<file path="src/rtl/piso_tx.sv">
// Parallel-in/serial-out frame transmitter: start bit, WIDTH data bits LSB first, stop bit.
// Define PISO_TX_PARITY_EN to insert an even-parity bit between the data and the stop bit.
`timescale 1ns/1ps
module piso_tx #(
  parameter int WIDTH      = 4,
  parameter int BIT_CYCLES = 4
) (
  input  logic             clk,
  input  logic             reset,
  input  logic [WIDTH-1:0] d,
  input  logic             load,
  output logic             ready,
  output logic             busy,
  output logic             sout,
  output logic             done
);

  localparam int CW = $clog2(BIT_CYCLES) + 1;
  localparam int IW = $clog2(WIDTH + 1);
  localparam logic [CW-1:0] LAST_CNT = CW'(BIT_CYCLES - 1);
  localparam logic [IW-1:0] LAST_IDX = IW'(WIDTH - 1);

  typedef enum logic [2:0] {
    S_IDLE,
    S_START,
    S_DATA,
`ifdef PISO_TX_PARITY_EN
    S_PARITY,
`endif
    S_STOP
  } state_t;

  state_t           r_state, w_state_nxt;
  logic [CW-1:0]    r_cnt, w_cnt_nxt;
  logic [IW-1:0]    r_idx, w_idx_nxt;
  logic [WIDTH-1:0] r_shreg, w_shreg_nxt;
  logic             r_sout, r_ready, r_busy, r_done;
  logic             w_sout_nxt, w_ready_nxt, w_done_nxt;
  logic             w_bit_end;
`ifdef PISO_TX_PARITY_EN
  logic             r_parity, w_parity_nxt;
`endif

  assign w_bit_end = (r_cnt == LAST_CNT);

  // NOTE: sequential state uses non-blocking (<=) so every register samples
  // pre-edge values; the async reset also clears the shift register, so an
  // abandoned frame leaves nothing behind.
  always_ff @(posedge clk or negedge reset) begin
    if (!reset) begin
      r_state  <= S_IDLE;
      r_cnt    <= '0;
      r_idx    <= '0;
      r_shreg  <= '0;
      r_sout   <= 1'b1;
      r_ready  <= 1'b1;
      r_busy   <= 1'b0;
      r_done   <= 1'b0;
`ifdef PISO_TX_PARITY_EN
      r_parity <= 1'b0;
`endif
    end else begin
      r_state  <= w_state_nxt;
      r_cnt    <= w_cnt_nxt;
      r_idx    <= w_idx_nxt;
      r_shreg  <= w_shreg_nxt;
      r_sout   <= w_sout_nxt;
      r_ready  <= w_ready_nxt;
      r_busy   <= ~w_ready_nxt;
      r_done   <= w_done_nxt;
`ifdef PISO_TX_PARITY_EN
      r_parity <= w_parity_nxt;
`endif
    end
  end

  // NOTE: each combinational block assigns a default first so no path can
  // leave a signal unassigned and infer a latch.
  always_comb begin
    w_state_nxt = r_state;
    case (r_state)
      S_IDLE:   if (load) w_state_nxt = S_START;
      S_START:  if (w_bit_end) w_state_nxt = S_DATA;
      S_DATA:
        if (w_bit_end && (r_idx == LAST_IDX)) begin
`ifdef PISO_TX_PARITY_EN
          w_state_nxt = S_PARITY;
`else
          w_state_nxt = S_STOP;
`endif
        end
`ifdef PISO_TX_PARITY_EN
      S_PARITY: if (w_bit_end) w_state_nxt = S_STOP;
`endif
      S_STOP:   if (w_bit_end) w_state_nxt = S_IDLE;
      default:  w_state_nxt = S_IDLE;
    endcase
  end

  // Outputs are computed from the next state and registered, so sout is
  // glitch-free and changes on the same edge the state does.
  always_comb begin
    w_cnt_nxt   = (r_state == S_IDLE || w_bit_end) ? '0 : r_cnt + CW'(1);
    w_idx_nxt   = r_idx;
    w_shreg_nxt = r_shreg;
`ifdef PISO_TX_PARITY_EN
    w_parity_nxt = r_parity;
`endif
    if (r_state == S_IDLE) begin
      w_idx_nxt = '0;
      if (load) begin
        w_shreg_nxt = d;
`ifdef PISO_TX_PARITY_EN
        w_parity_nxt = ^d;
`endif
      end
    end else if (r_state == S_DATA && w_bit_end) begin
      w_idx_nxt   = r_idx + IW'(1);
      w_shreg_nxt = r_shreg >> 1;
    end

    w_sout_nxt = 1'b1;
    case (w_state_nxt)
      S_START:  w_sout_nxt = 1'b0;
      S_DATA:   w_sout_nxt = w_shreg_nxt[0];
`ifdef PISO_TX_PARITY_EN
      S_PARITY: w_sout_nxt = w_parity_nxt;
`endif
      default:  w_sout_nxt = 1'b1;
    endcase

    w_ready_nxt = (w_state_nxt == S_IDLE);
    w_done_nxt  = (w_state_nxt == S_STOP) && (w_cnt_nxt == LAST_CNT);
  end

  assign sout  = r_sout;
  assign ready = r_ready;
  assign busy  = r_busy;
  assign done  = r_done;

endmodule
</file>
<file path="config.mk">
export PLATFORM = sky130hd
export DESIGN_NAME = piso_tx
export DESIGN_NICKNAME = d
export VERILOG_FILES = /design/src/rtl/piso_tx.sv
export SDC_FILE = /design/constraint.sdc
export NUM_CORES = 1
export LEC_CHECK = 0
export CORE_MARGIN = 4
export CORE_UTILIZATION = 52
export DETAILED_ROUTE_END_ITERATION = 8
export PLACE_DENSITY = 0.81
export SKIP_LAST_GASP = 1
export SLEW_MARGIN = 20
export SYNTH_ARGS = -nofsm -noshare
export SYNTH_HDL_FRONTEND = slang
export SYNTH_SLANG_ARGS = --single-unit
</file>
<file path="constraint.sdc">
create_clock -name clk -period 2.25 [get_ports clk]
set_input_delay 0.225 -clock clk [delete_from_list [all_inputs] [get_ports clk]]
set_output_delay 0.225 -clock clk [all_outputs]
set_load 0.05 [all_outputs]
</file>
==> flow_metrics.tcl <==
set metrics [dict create \
    core_region_area_mm2 0.00151 \
    drc 0 \
    multiInputGateArea_um2 353 \
    setup_viol 0 \
    postRouteAntennaNets 0 \
    crit_family "buffers and inverters" \
    dp_hpwl_um 1060 \
    synth_area_per_cell_um2 10.6 \
    start_kind "flip-flop" \
    initial_utilization_pct 55.6 \
    postCtsSetupBuffers 0 \
    cts-root-buf "clkbuf_4" \
    cts_tree "built" \
    worst_ir_drop_vdd_uv 522 \
    register_area_um2 428 \
    crit_fanout 1 \
    endpoint_kind "output port" \
    finalInstanceArea_um2 947 \
    drt_iter0_markers 9 \
    status "completed" \
    pin_count 11 \
    wl_per_cell_um 13.8 \
    dpl_cell_area_um2 920 \
    relSlewSlack_pct 52.0 \
    die_h_um 48.1 \
    crit_slowest_cell "clkdlybuf4s50_1" \
    fmax_ghz 0.543 \
    drive_above_1_share_pct 15.7 \
    crit_chain "clkdlybuf4s50_1" \
    min_period_over_period_pct 81.9 \
    yosysWarnings 0 \
    die_area_mm2 0.00232 \
    die_w_um 48.1 \
    nets 101 \
    path_buf_inv 1 \
    place_congestion 0.795 \
    post-route-min-period_ns 1.84 \
    busiest_layer "met2" \
    cp.required_ns 2.03 \
    finalSetupTns_ns 0 \
    numClockSinks 17 \
    grt_usage_pct 14.4 \
    ys_seq_area_share_pct 51.1 \
    max_cap_viol_count 0 \
    diodes 0 \
    worst_pin_slew_ns 0.718 \
    numPortBuffers 10 \
    postSynthCellCount 79 \
    antenna_found_initial 0 \
    fillers 131 \
    hold_viol 0 \
    overflow 0 \
    synth_nets 90 \
    cts_resized 0 \
    htree_num_levels 1 \
    num_vias 588 \
    cts-buffers-inserted 3 \
    grt_pass1_vias 525 \
    ys_ff_latch 17 \
    use_met2_pct 21.1 \
    utilization_pct 62.9 \
    routed_via_density 5.60 \
    use_met1_pct 19.9 \
    cp.arrival_ns 1.62 \
    yosysUniqueCellTypes 31 \
    skew_ns 0.00909 \
    rsz0062_at_grt "false" \
    slowest_delay_ns 0.79 \
    clkLatencyLatePin_ns 0.30 \
    dr.pass1.iters 4 \
    clkTransAtPathRegs_ns 0.10 \
    syn_area_um2 837 \
    cts.path.max_buffers 2 \
    powerDensity_mw_per_mm2 823 \
    power_leakage_uw 0.000432 \
    row_count 14 \
    grt_pass1_wl_um 2270 \
    wl_um 1450 \
    area_growth_pct 13.2 \
    drv_slew 0 \
    grtUsageMet3_pct 2.58 \
    grt_max_degree 18 \
    ctsHoldBuffers 0 \
    min-delay-path-class "in -> async" \
    path_class "reg -> out" \
]
[Yosys cell counts, drive strengths merged]
cell,number,area share [%]
dfrtp,15,45
o21ai,10,6.4
nand2,9,4.0
nor2,8,3.9
inv,5,2.2
buf,4,4.5
ha,4,6.0
a22oi,3,4.3
a21o,2,1.9
a31oi,2,1.5
and2b,2,2.2
dfstp,2,6.3
nor3,2,1.2
a211o,1,1.0
a21oi,1,0.60
a221o,1,1.2
and2,1,1.0
conb,1,0.45
mux2i,1,1.2
nand4,1,0.75
nor2b,1,0.75
o2bb2ai,1,1.8
or2,1,0.75
xnor2,1,1.0
[flip-flops by register name, summed over array words and instances (netlist names)]
register	flops
busy	1
r_cnt	3
r_shreg	4
r_state	3
sout	1
ready	1
done	1
r_idx	3
[per-stage QoR]
step | instances | setup slack, ns | power, uW | hold WS [ns]
floorplan | 79 | 0.483 | 576 | -0.0706
global placement | 101 | 0.550 | 616 | 0.441
detailed placement | 101 | 0.499 | 625 | 0.454
CTS | 105 | 0.400 | 788 | 0.381
global route | 105 | 0.365 | 841 | 0.394
finish | 105 | 0.408 | 780 | 0.345
[area by class of cell]
class / instances / area share, %
clock inverters: 1 / 0.528
well taps: 16 / 2.11
inverters: 5 / 1.98
flip-flops and latches: 17 / 45.2
repair buffers: 10 / 10.6
multi-input cells: 53 / 37.3
clock buffers: 3 / 2.38
[worst paths after layout]
kind,start,to,slack [ns],depth (start not counted)
worst max-delay path,sout$_DFF_PN1_,sout,0.41,1
worst min-delay path,reset,r_shreg[2]$_DFFE_PN0P_,0.34,1
worst max register to register,r_cnt[0]$_DFF_PN0_,sout$_DFF_PN1_,0.49,6
worst min register to register,r_cnt[0]$_DFF_PN0_,r_cnt[0]$_DFF_PN0_,0.46,1
max in group asynchronous,reset,r_cnt[0]$_DFF_PN0_,1.45,1
min in group clk,r_cnt[0]$_DFF_PN0_,r_cnt[0]$_DFF_PN0_,0.46,1
[routing by layer]
metal,part of all wire (%),up-vias
met3,6.9,5
li1,-,289
met1,44,279
met4,2.8,0
met2,46,15
met5,0,-
[where the power goes]
| part | switching, uW | total (uW) | internal, uW |
|---|---|---|---|
| registers | 38.2 | 402 | 364 |
| logic | 122 | 214 | 91.7 |
| clock network | 97.5 | 164 | 66.3 |
[cells in the final DEF (no fill, tap or decap), types with 2 or more instances in the layout]
master and count:
dfrtp_1 15, clkdlybuf4s50_1 10, nand2_1 9, nor2_1 7
inv_1 5, o21ai_0 5, o21ai_1 4, ha_1 4
clkbuf_4 3, nor3_1 2, a22oi_1 2, a31oi_1 2
dfstp_2 2
[cells by family after synthesis]
family                   synth area share, %
buffers and inverters                   6.73
AND/OR/NAND/NOR                         14.7
multiplexers                            1.20
adder cells (fa/ha/maj)                 5.98
AO/OA/AOI/OAI                           18.8
other                                  0.448
XOR/XNOR                                1.05
flip-flops                              51.1
Power figures use the tool's default switching activity.
